==> config.mk <==
export PLATFORM = sky130hd
export DESIGN_NAME = adder_slice_sequencer
export DESIGN_NICKNAME = d
export VERILOG_FILES = /design/src/rtl/adder_seq_pkg.sv /design/src/rtl/adder_slice3.sv /design/src/rtl/adder_slice_sequencer.sv
export SDC_FILE = /design/constraint.sdc
export NUM_CORES = 1
export LEC_CHECK = 0
export BUFFER_PORTS_ARGS = -buffer_cell sky130_fd_sc_hd__buf_2
export CAP_MARGIN = 20
export CORE_MARGIN = 1.5
export CORE_UTILIZATION = 40
export CTS_CLUSTER_SIZE = 40
export DETAILED_ROUTE_END_ITERATION = 8
export PLACE_DENSITY = 0.67
export SLEW_MARGIN = 20
export SYNTH_ARGS = -nofsm -noshare
export SYNTH_HDL_FRONTEND = slang
export SYNTH_HIERARCHICAL = 1
export SYNTH_SLANG_ARGS = --single-unit
==> constraint.sdc <==
create_clock -name clk -period 3.6 [get_ports clk]
set_clock_uncertainty 0.15 [all_clocks]
set_input_delay 0 -clock clk [delete_from_list [all_inputs] [get_ports clk]]
set_output_delay 0 -clock clk [all_outputs]
set_load 0.02 [all_outputs]
==> src/rtl/adder_seq_pkg.sv <==
// Shared definitions for the serial adder slice sequencer.
// Contents: slice width constant, FSM state encoding and requester-id type.
package adder_seq_pkg;

  // Width of the shared ripple-carry adder slice.
  localparam int unsigned SLICE_W = 3;

  // Sequencer FSM state encoding.
  typedef logic [1:0] state_t;
  localparam state_t StIdle = 2'd0;
  localparam state_t StRun  = 2'd1;
  localparam state_t StDone = 2'd2;

  // Identifies which of the two requesters issued an operation.
  typedef logic req_id_t;

endpackage

==> src/rtl/adder_slice3.sv <==
// Purely combinational 3-bit ripple-carry adder slice; the shared resource.
// Ports:
//   a, b  - 3-bit operand slices
//   cin   - carry into bit 0
//   sum   - 3-bit slice sum
//   cout  - carry out of bit 2
module adder_slice3 (
  input  logic [2:0] a,
  input  logic [2:0] b,
  input  logic       cin,
  output logic [2:0] sum,
  output logic       cout
);

  logic c1;
  logic c2;

  assign sum[0] = a[0] ^ b[0] ^ cin;
  assign c1     = (a[0] & b[0]) | (a[0] & cin) | (b[0] & cin);
  assign sum[1] = a[1] ^ b[1] ^ c1;
  assign c2     = (a[1] & b[1]) | (a[1] & c1) | (b[1] & c1);
  assign sum[2] = a[2] ^ b[2] ^ c2;
  assign cout   = (a[2] & b[2]) | (a[2] & c2) | (b[2] & c2);

endmodule

==> src/rtl/adder_slice_sequencer.sv <==
// Arbitrates two requesters onto one 3-bit adder slice and runs each WIDTH-bit
// add serially, LSB slice first, chaining the carry between slices.
// Ports:
//   clk, rst                    - clock, synchronous active-high reset
//   reqN_valid / reqN_ready     - request handshake (ready is combinational)
//   reqN_a, reqN_b, reqN_cin    - operands, sampled only on the grant cycle
//   rsp_valid / rsp_ready       - response handshake
//   rsp_sum, rsp_cout, rsp_id   - registered result, carry-out, requester id
module adder_slice_sequencer
  import adder_seq_pkg::*;
#(
  parameter int unsigned WIDTH = 12
) (
  input  logic             clk,
  input  logic             rst,
  input  logic             req0_valid,
  output logic             req0_ready,
  input  logic [WIDTH-1:0] req0_a,
  input  logic [WIDTH-1:0] req0_b,
  input  logic             req0_cin,
  input  logic             req1_valid,
  output logic             req1_ready,
  input  logic [WIDTH-1:0] req1_a,
  input  logic [WIDTH-1:0] req1_b,
  input  logic             req1_cin,
  output logic             rsp_valid,
  input  logic             rsp_ready,
  output logic [WIDTH-1:0] rsp_sum,
  output logic             rsp_cout,
  output logic             rsp_id
);

  localparam int unsigned SLICES = WIDTH / SLICE_W;
  localparam int unsigned IdxW   = (SLICES > 1) ? $clog2(SLICES) : 1;
  localparam logic [IdxW-1:0] LastIdx = IdxW'(SLICES - 1);

  if (WIDTH == 0 || (WIDTH % SLICE_W) != 0) begin : g_width_check
    $error("adder_slice_sequencer: WIDTH must be a positive multiple of 3");
  end

  state_t          state_q, state_d;
  req_id_t         ptr_q, ptr_d;
  req_id_t         id_q, id_d;
  logic [WIDTH-1:0] a_q, a_d;
  logic [WIDTH-1:0] b_q, b_d;
  logic             carry_q, carry_d;
  logic [IdxW-1:0]  idx_q, idx_d;
  logic [WIDTH-1:0] work_q, work_d;
  logic             rsp_valid_q, rsp_valid_d;
  logic [WIDTH-1:0] rsp_sum_q, rsp_sum_d;
  logic             rsp_cout_q, rsp_cout_d;
  req_id_t          rsp_id_q, rsp_id_d;

  logic            grant;
  req_id_t         grant_id;
  logic [2:0]      slice_a;
  logic [2:0]      slice_b;
  logic [2:0]      slice_sum;
  logic            slice_cout;

  // Grant is suppressed during reset so no request is acknowledged then.
  assign grant    = (state_q == StIdle) && !rst && (req0_valid || req1_valid);
  assign grant_id = (req0_valid && req1_valid) ? ptr_q : req_id_t'(req1_valid);

  assign req0_ready = grant && (grant_id == 1'b0);
  assign req1_ready = grant && (grant_id == 1'b1);

  assign slice_a = a_q[idx_q * SLICE_W +: SLICE_W];
  assign slice_b = b_q[idx_q * SLICE_W +: SLICE_W];

  adder_slice3 u_slice (
    .a    (slice_a),
    .b    (slice_b),
    .cin  (carry_q),
    .sum  (slice_sum),
    .cout (slice_cout)
  );

  always_comb begin
    state_d     = state_q;
    ptr_d       = ptr_q;
    id_d        = id_q;
    a_d         = a_q;
    b_d         = b_q;
    carry_d     = carry_q;
    idx_d       = idx_q;
    work_d      = work_q;
    rsp_valid_d = rsp_valid_q;
    rsp_sum_d   = rsp_sum_q;
    rsp_cout_d  = rsp_cout_q;
    rsp_id_d    = rsp_id_q;

    unique case (state_q)
      StIdle: begin
        if (grant) begin
          a_d     = grant_id ? req1_a : req0_a;
          b_d     = grant_id ? req1_b : req0_b;
          carry_d = grant_id ? req1_cin : req0_cin;
          id_d    = grant_id;
          ptr_d   = ~grant_id;
          idx_d   = '0;
          work_d  = '0;
          state_d = StRun;
        end
      end
      StRun: begin
        work_d[idx_q * SLICE_W +: SLICE_W] = slice_sum;
        carry_d = slice_cout;
        if (idx_q == LastIdx) begin
          // Response registers load only here, so they hold the previous
          // result for the whole of the next operation's RUN phase.
          rsp_valid_d = 1'b1;
          rsp_sum_d   = work_d;
          rsp_cout_d  = slice_cout;
          rsp_id_d    = id_q;
          state_d     = StDone;
        end else begin
          idx_d = idx_q + 1'b1;
        end
      end
      StDone: begin
        if (rsp_ready) begin
          rsp_valid_d = 1'b0;
          state_d     = StIdle;
        end
      end
      default: state_d = StIdle;
    endcase
  end

  always_ff @(posedge clk) begin
    if (rst) begin
      state_q     <= StIdle;
      ptr_q       <= 1'b0;
      id_q        <= 1'b0;
      a_q         <= '0;
      b_q         <= '0;
      carry_q     <= 1'b0;
      idx_q       <= '0;
      work_q      <= '0;
      rsp_valid_q <= 1'b0;
      rsp_sum_q   <= '0;
      rsp_cout_q  <= 1'b0;
      rsp_id_q    <= 1'b0;
    end else begin
      state_q     <= state_d;
      ptr_q       <= ptr_d;
      id_q        <= id_d;
      a_q         <= a_d;
      b_q         <= b_d;
      carry_q     <= carry_d;
      idx_q       <= idx_d;
      work_q      <= work_d;
      rsp_valid_q <= rsp_valid_d;
      rsp_sum_q   <= rsp_sum_d;
      rsp_cout_q  <= rsp_cout_d;
      rsp_id_q    <= rsp_id_d;
    end
  end

  assign rsp_valid = rsp_valid_q;
  assign rsp_sum   = rsp_sum_q;
  assign rsp_cout  = rsp_cout_q;
  assign rsp_id    = rsp_id_q;

endmodule

; After elaboration in Yosys (flattened, before gate mapping)
; Index checks and enable logic that the tools add are counted.
[totals]
romBits = 0
regBits = 58
output_inout_bits = 17
n_memories = 0
latch_bits = 0
input_bits = 55
ram_bits = 0
[classes]
order_cmp = 0
bitwise_logic = 22
n_shift = 4
n_mux = 19
addsub = 2
eq_ne = 7
n_div = 0
n_reduce_logical = 16
multipliers = 1
[op_table]
columns = operator, n
row1 = 12-bit two-way mux, 3
row2 = 4-bit negation with 34-bit output, 1
row3 = 3-bit by 34-bit variable shift with 12-bit output (first input constant), 1
row4 = 3-bit by 34-bit variable part select with 12-bit output, 1
row5 = 12-bit case mux with 2 select lines, 1
row6 = 12-bit by 5-bit variable part select with 3-bit output, 2
row7 = 12-bit bitwise mux, 1
row8 = 2-bit two-way mux, 5
row9 = 1-bit bitwise AND, 9
row10 = 3-bit AND reduction, 3
row11 = 2-bit != test (second input constant), 4
row12 = 1-bit OR, 6
row13 = 2-bit case mux with 3 select lines, 1
row14 = 2-bit AND reduction, 3
row15 = 1-bit XOR, 6
row16 = 1-bit logical AND, 5
row17 = 1-bit two-way mux, 5
row18 = 2-bit == test (second input constant), 2
row19 = 2-bit by 2-bit multiplier with 4-bit output (second input constant), 1
row20 = 1-bit case mux with 2 select lines, 2
row21 = 2-bit case mux with 2 select lines, 1
row22 = 2-bit nonzero test, 2
row23 = 2-bit by 1-bit adder with 2-bit output (second input constant), 1
row24 = 2-bit by 1-bit == test with 1-bit output (second input constant), 1
row25 = other kinds (4), 4

; Depth between registers and ports, before layout
[logic_depth]
ltp_word = 12
ltp_mapped = 12

; By module
; Netlist, hierarchy kept.
[modules_own_cells]
columns = mod, instances, seq_area_each_um2, area_each_um2, cells_per_inst
row1 = adder_slice_sequencer, 1, 1161.1, 2805.2, 300
row2 = adder_slice3, 1, 0.0, 97.6, 13

; Least setup slack after synthesis
; OpenSTA, ideal clock, no wires.
[synth_path]
kind = reg-to-reg
from = reg idx_q[0]
to = reg work_q[11]
arrival_time_ns = 2.718
period_less_slack_ns = 2.933
path_stages_with_launch = 13
setup_slack_ns = 0.667
path_buffers = 1
path_cell_list = dfxtp_1 -> buf_2 -> mux4_2 -> inv_1 -> fa_1 -> inv_1 -> fa_1 -> inv_1 -> fa_1 -> inv_1 -> a31oi_1 -> o22a_1 -> nor2_1
[synth_between]
elab_chain_len = 12
elab_cells_between_ends = 24
[synth_rtl]
columns = item, line_no
row1 = start: declaration, adder_slice_sequencer.sv:47  ; logic [IdxW-1:0] idx_q, idx_d;
row2 = start signal: assignment, adder_slice_sequencer.sv:152  ; idx_q <= idx_d;
row3 = 2-bit by 2-bit multiplier with 4-bit output (*), adder_slice_sequencer.sv:68  ; assign slice_a = a_q[idx_q * SLICE_W +: SLICE_W];
row4 = 12-bit by 5-bit variable part select with 3-bit output (*), adder_slice_sequencer.sv:68
row5 = named net slice_a[0], adder_slice_sequencer.sv:56  ; logic [2:0] slice_a;
row6 = 1-bit bitwise AND, adder_slice3.sv:19  ; assign c1 = (a[0] & b[0]) | (a[0] & cin) | (b[0] & cin);
row7 = 1-bit OR (*) (2 in series), adder_slice3.sv:19
row8 = 1-bit bitwise AND, adder_slice3.sv:21  ; assign c2 = (a[1] & b[1]) | (a[1] & c1) | (b[1] & c1);
row9 = 1-bit OR, adder_slice3.sv:21
row10 = 1-bit OR (*), adder_slice3.sv:21
row11 = 1-bit XOR (*), adder_slice3.sv:22  ; assign sum[2] = a[2] ^ b[2] ^ c2;
row12 = named net slice_sum[2], adder_slice_sequencer.sv:58  ; logic [2:0] slice_sum;
row13 = 3-bit by 34-bit variable part select with 12-bit output (*), adder_slice_sequencer.sv:107  ; work_d[idx_q * SLICE_W +: SLICE_W] = slice_sum;
row14 = 12-bit bitwise mux (*), adder_slice_sequencer.sv:107
row15 = 12-bit case mux with 2 select lines (*), adder_slice_sequencer.sv:93  ; unique case (state_q)
row16 = end signal: assignment, adder_slice_sequencer.sv:153  ; work_q <= work_d;
row17 = end: declaration, adder_slice_sequencer.sv:48  ; logic [WIDTH-1:0] work_q, work_d;
; The timed path passes the listed nets; every way through them passes the cells marked *.
; A chain may end at the register's enable or synchronous reset.

; Final worst setup path
[layout_path]
from = reg idx_q[1]
to = reg carry_q
[layout_between]
elab_chain_len = 12
elab_cells_between_ends = 19
[layout_rtl]
columns = item, line_no
row1 = 2-bit by 2-bit multiplier with 4-bit output (*), adder_slice_sequencer.sv:68
row2 = 12-bit by 5-bit variable part select with 3-bit output (*), adder_slice_sequencer.sv:68
row3 = named net slice_a[0], adder_slice_sequencer.sv:56
row4 = 1-bit bitwise AND, adder_slice3.sv:19
row5 = 1-bit OR (*) (2 in series), adder_slice3.sv:19
row6 = 1-bit bitwise AND, adder_slice3.sv:21
row7 = 1-bit OR, adder_slice3.sv:21
row8 = 1-bit OR (*), adder_slice3.sv:21
row9 = 1-bit bitwise AND, adder_slice3.sv:23  ; assign cout = (a[2] & b[2]) | (a[2] & c2) | (b[2] & c2);
row10 = 1-bit OR, adder_slice3.sv:23
row11 = 1-bit OR (*), adder_slice3.sv:23
row12 = named net slice_cout, adder_slice_sequencer.sv:59  ; logic slice_cout;
row13 = 1-bit case mux with 2 select lines (*), adder_slice_sequencer.sv:93
row14 = end signal: assignment, adder_slice_sequencer.sv:151  ; carry_q <= carry_d;
row15 = end: declaration, adder_slice_sequencer.sv:46  ; logic carry_q, carry_d;
; Marks and branches as above.

==> flow_summary.yaml <==
clock_tree:
  cts_tree: "yes"
  root_buffer: "clkbuf_8"
  worstSkewPairLatency_ns: 0.33
  cts_inserted_buffers: 9
  clkTransAtPathRegs_ns: 0.06
  cts_sinks: 58
  clockBufferDepth: 2
  postCtsSetupBuffers: 0
  htree_levels: 3
synthesis:
  synth_mux_area_frac: 0.136
  synth-compound-area-share: 0.202
  ys_ff_latch: 58
  syn_inst: 313
  synthArstFlopShare: 0
  synthesis.nets: 377
  synth_xor_area_frac: 0
  yosys.area_share.adder: 0.0466
  synth.avg_cell_area_sq_um: 9.27
  synth_top_family_by_area: "compound AO/OA/AOI/OAI gates"
  syn_area_sq_um: 2900
  yosysSeqAreaShare: 0.400
  ys_types: 36
  ys_warn_count: 6
  synth-simple-area-share: 0.159
  synth-edff-count: 0
  ys.flop_type: "dfxtp_1"
floorplanning:
  die_w_um: 88.2
  io_pins: 72
  initial_core_util: 0.420
  die_h_um: 88.2
  core_sq_um: 6910
  die_area_sq_um: 7780
  rows: 30
sta:
  hold_viol_final: 0
  setup_viol: 0
  worst_pin_slew_ns: 1.08
  finalSetupTns_ns: 0
  fmax_mhz: 318
  rsz0062_at_grt: "no"
  postLayoutSetupSlackWorst_ns: 0.453
  finalMaxSlewViolations: 0
  period_share: 0.874
  fin_hold_ws_ns: 0.335
  relSlewSlack: 0.277
  period_needed_ns: 3.15
critical_path:
  path_common_cell: "inv_1"
  critPathSlowestCell: "dlygate4sd3_1"
  crit_required_ns: 3.73
  endpoint_kind: "flip-flop"
  crit_family: "adder cells"
  path_cells: "mux4_2, inv_1, fa_1, inv_1, fa_1, inv_1, fa_1, inv_1, nand2_1, a21o_1, a31oi_1, dlygate4sd3_1"
  path_max_fanout: 10
  cp_slowest_stage_delay_ns: 0.57
  path_class: "reg2reg"
  worstPathArrival_ns: 3.27
  path_buf_inv: 5
  cp-start-kind: "flip-flop"
final_layout:
  final_cells: 532
  n_antenna_cell: 0
  multi_input_area_sq_um: 1590
  fillers: 626
  regArea_sq_um: 1160
  nets: 495
  drive_gt1_frac: 0.252
  syn2layout_area_growth_pct: 40.0
drt:
  ant_nets: 0
  dr.pass1.iters: 4
  drc: 0
  first_iter_violations: 107
  vias: 2631
  avgRoutedWirePerCell_um: 13.3
  post_drt_via_cell_ratio: 4.95
  drt-total-wl_mm: 7.06
global_routing:
  grt_overflow: 0
  grt_pass1_vias: 2456
  gr-usage-all-layers: 0.192
  antenna_found_initial: 0
  grt_pass1_wl_mm: 11.5
  grt_max_degree: 60
run_status:
  status: "finished, final reports clean"
placed_design:
  placedCellCount: 461
  place.gp.congestion: 0.763
  pre_cts_ws_ns: 0.637
  hpwl_mm: 4.28
  port_buffers: 71
power_and_ir_drop:
  power_leakage_uw: 0.00173
  ir_worst_vdd_v: 0.000226
  power_density_nw_per_um2: 423
  power_uw: 1720
hold_path:
  hp-class: "reg2reg"
run:
  max-cap-violations: 0
## synth_stat cells, types with 3 or more instances
cell type   n  share of area
mux2i_1    26          0.090
nand2_1    15          0.019
ha_1        6          0.026
a31oi_1    13          0.028
inv_1      15          0.019
nor2b_1    16          0.034
nor2_1     59          0.076
o22ai_1     3         0.0065
fa_1        3          0.021
mux4_2      6          0.047
a211oi_2   10          0.043
a21oi_1     5         0.0086
buf_2       9          0.016
o22a_1      9          0.027
dfxtp_1    58           0.40
clkbuf_1    9          0.012
buf_4       3         0.0078
a211oi_1   26          0.067
## cells by family after synthesis
family                   Yosys count
flip-flops                        58
multiplexers                      32
buffers and inverters             38
adder cells (fa/ha/maj)            9
AND/OR/NAND/NOR                  102
AO/OA/AOI/OAI                     74
## flip-flops by register name, summed over array words and instances, names as in the netlist
| register | count |
|---|---|
| b_q | 12 |
| rsp_sum | 12 |
| rsp_id | 1 |
| rsp_valid | 1 |
| id_q | 1 |
| rsp_cout | 1 |
| work_q | 12 |
| carry_q | 1 |
| idx_q | 2 |
| a_q | 12 |
| state_q | 2 |
| ptr_q | 1 |
## per-layer routing
| layer | up-vias | part of all wire | track usage |
|---|---|---|---|
| met4 | 0 | 0.029 | 0.0938 |
| met5 | - | 0 | 0 |
| li1 | 1348 | - | - |
| met2 | 69 | 0.46 | 0.299 |
| met1 | 1195 | 0.47 | 0.256 |
| met3 | 19 | 0.039 | 0.0386 |
## tightest hold or removal path, cell delays in order, from the launching register on
cell     delay (ns)
dfxtp_1        0.32
mux2i_1        0.06
nor2_1         0.07
## power by group
part           total, uW  internal [uW]  switching (uW)
Clock                610            353             256
Sequential           718            684            34.1
Combinational        393            190             203
Total               1720           1230             493
## layout by cell type (no fill, tap or decap), types with 2 or more instances in the layout
| cell type | count |
|---|---|
| buf_2 | 71 |
| nor2_1 | 59 |
| dfxtp_1 | 58 |
| dlygate4sd3_1 | 55 |
| mux2i_1 | 26 |
| a211oi_1 | 26 |
| nor2b_1 | 16 |
| inv_1 | 15 |
| nand2_1 | 15 |
| a31oi_1 | 13 |
| clkbuf_8 | 11 |
| a211oi_2 | 10 |
| o22a_1 | 9 |
| mux4_2 | 6 |
| ha_1 | 6 |
| a21oi_1 | 5 |
| buf_4 | 4 |
| o22ai_1 | 3 |
| clkinv_2 | 3 |
| fa_1 | 3 |
| and2_1 | 2 |
| or3_1 | 2 |
| nand3_1 | 2 |
## per-stage QoR
step | cell area, sq um | utilization
2_1_floorplan | 2900 | -
3_3_place_gp | 3310 | 0.479
3_5_place_dp | 3310 | 0.479
4_1_cts | 4070 | 0.589
5_1_grt | 4070 | 0.589
6_report | 4070 | 0.589
## layout make-up
class,count,area share
clock buffers,11,0.0372
repair buffers,130,0.230
clock inverters,5,0.0129
multi-input cells,217,0.391
flip-flops and latches,58,0.286
well taps,96,0.0295
inverters,15,0.0139
## repair_timing
item,CTS,global route
endpoints found under the hold margin,32,0
hold buffers,55,0
resized for setup,0,0
## final timing paths
check                     endpoint  cells after the start                   from  slack (ns)
max           carry_q$_SDFFE_PP0P_                     12  idx_q[1]$_SDFFE_PP0P_        0.45
min          rsp_cout$_SDFFE_PP0P_                      2  rsp_cout$_SDFFE_PP0P_        0.34
max reg2reg   carry_q$_SDFFE_PP0P_                     12  idx_q[1]$_SDFFE_PP0P_        0.45
min reg2reg  rsp_cout$_SDFFE_PP0P_                      2  rsp_cout$_SDFFE_PP0P_        0.34
Power figures use the tool's default switching activity.
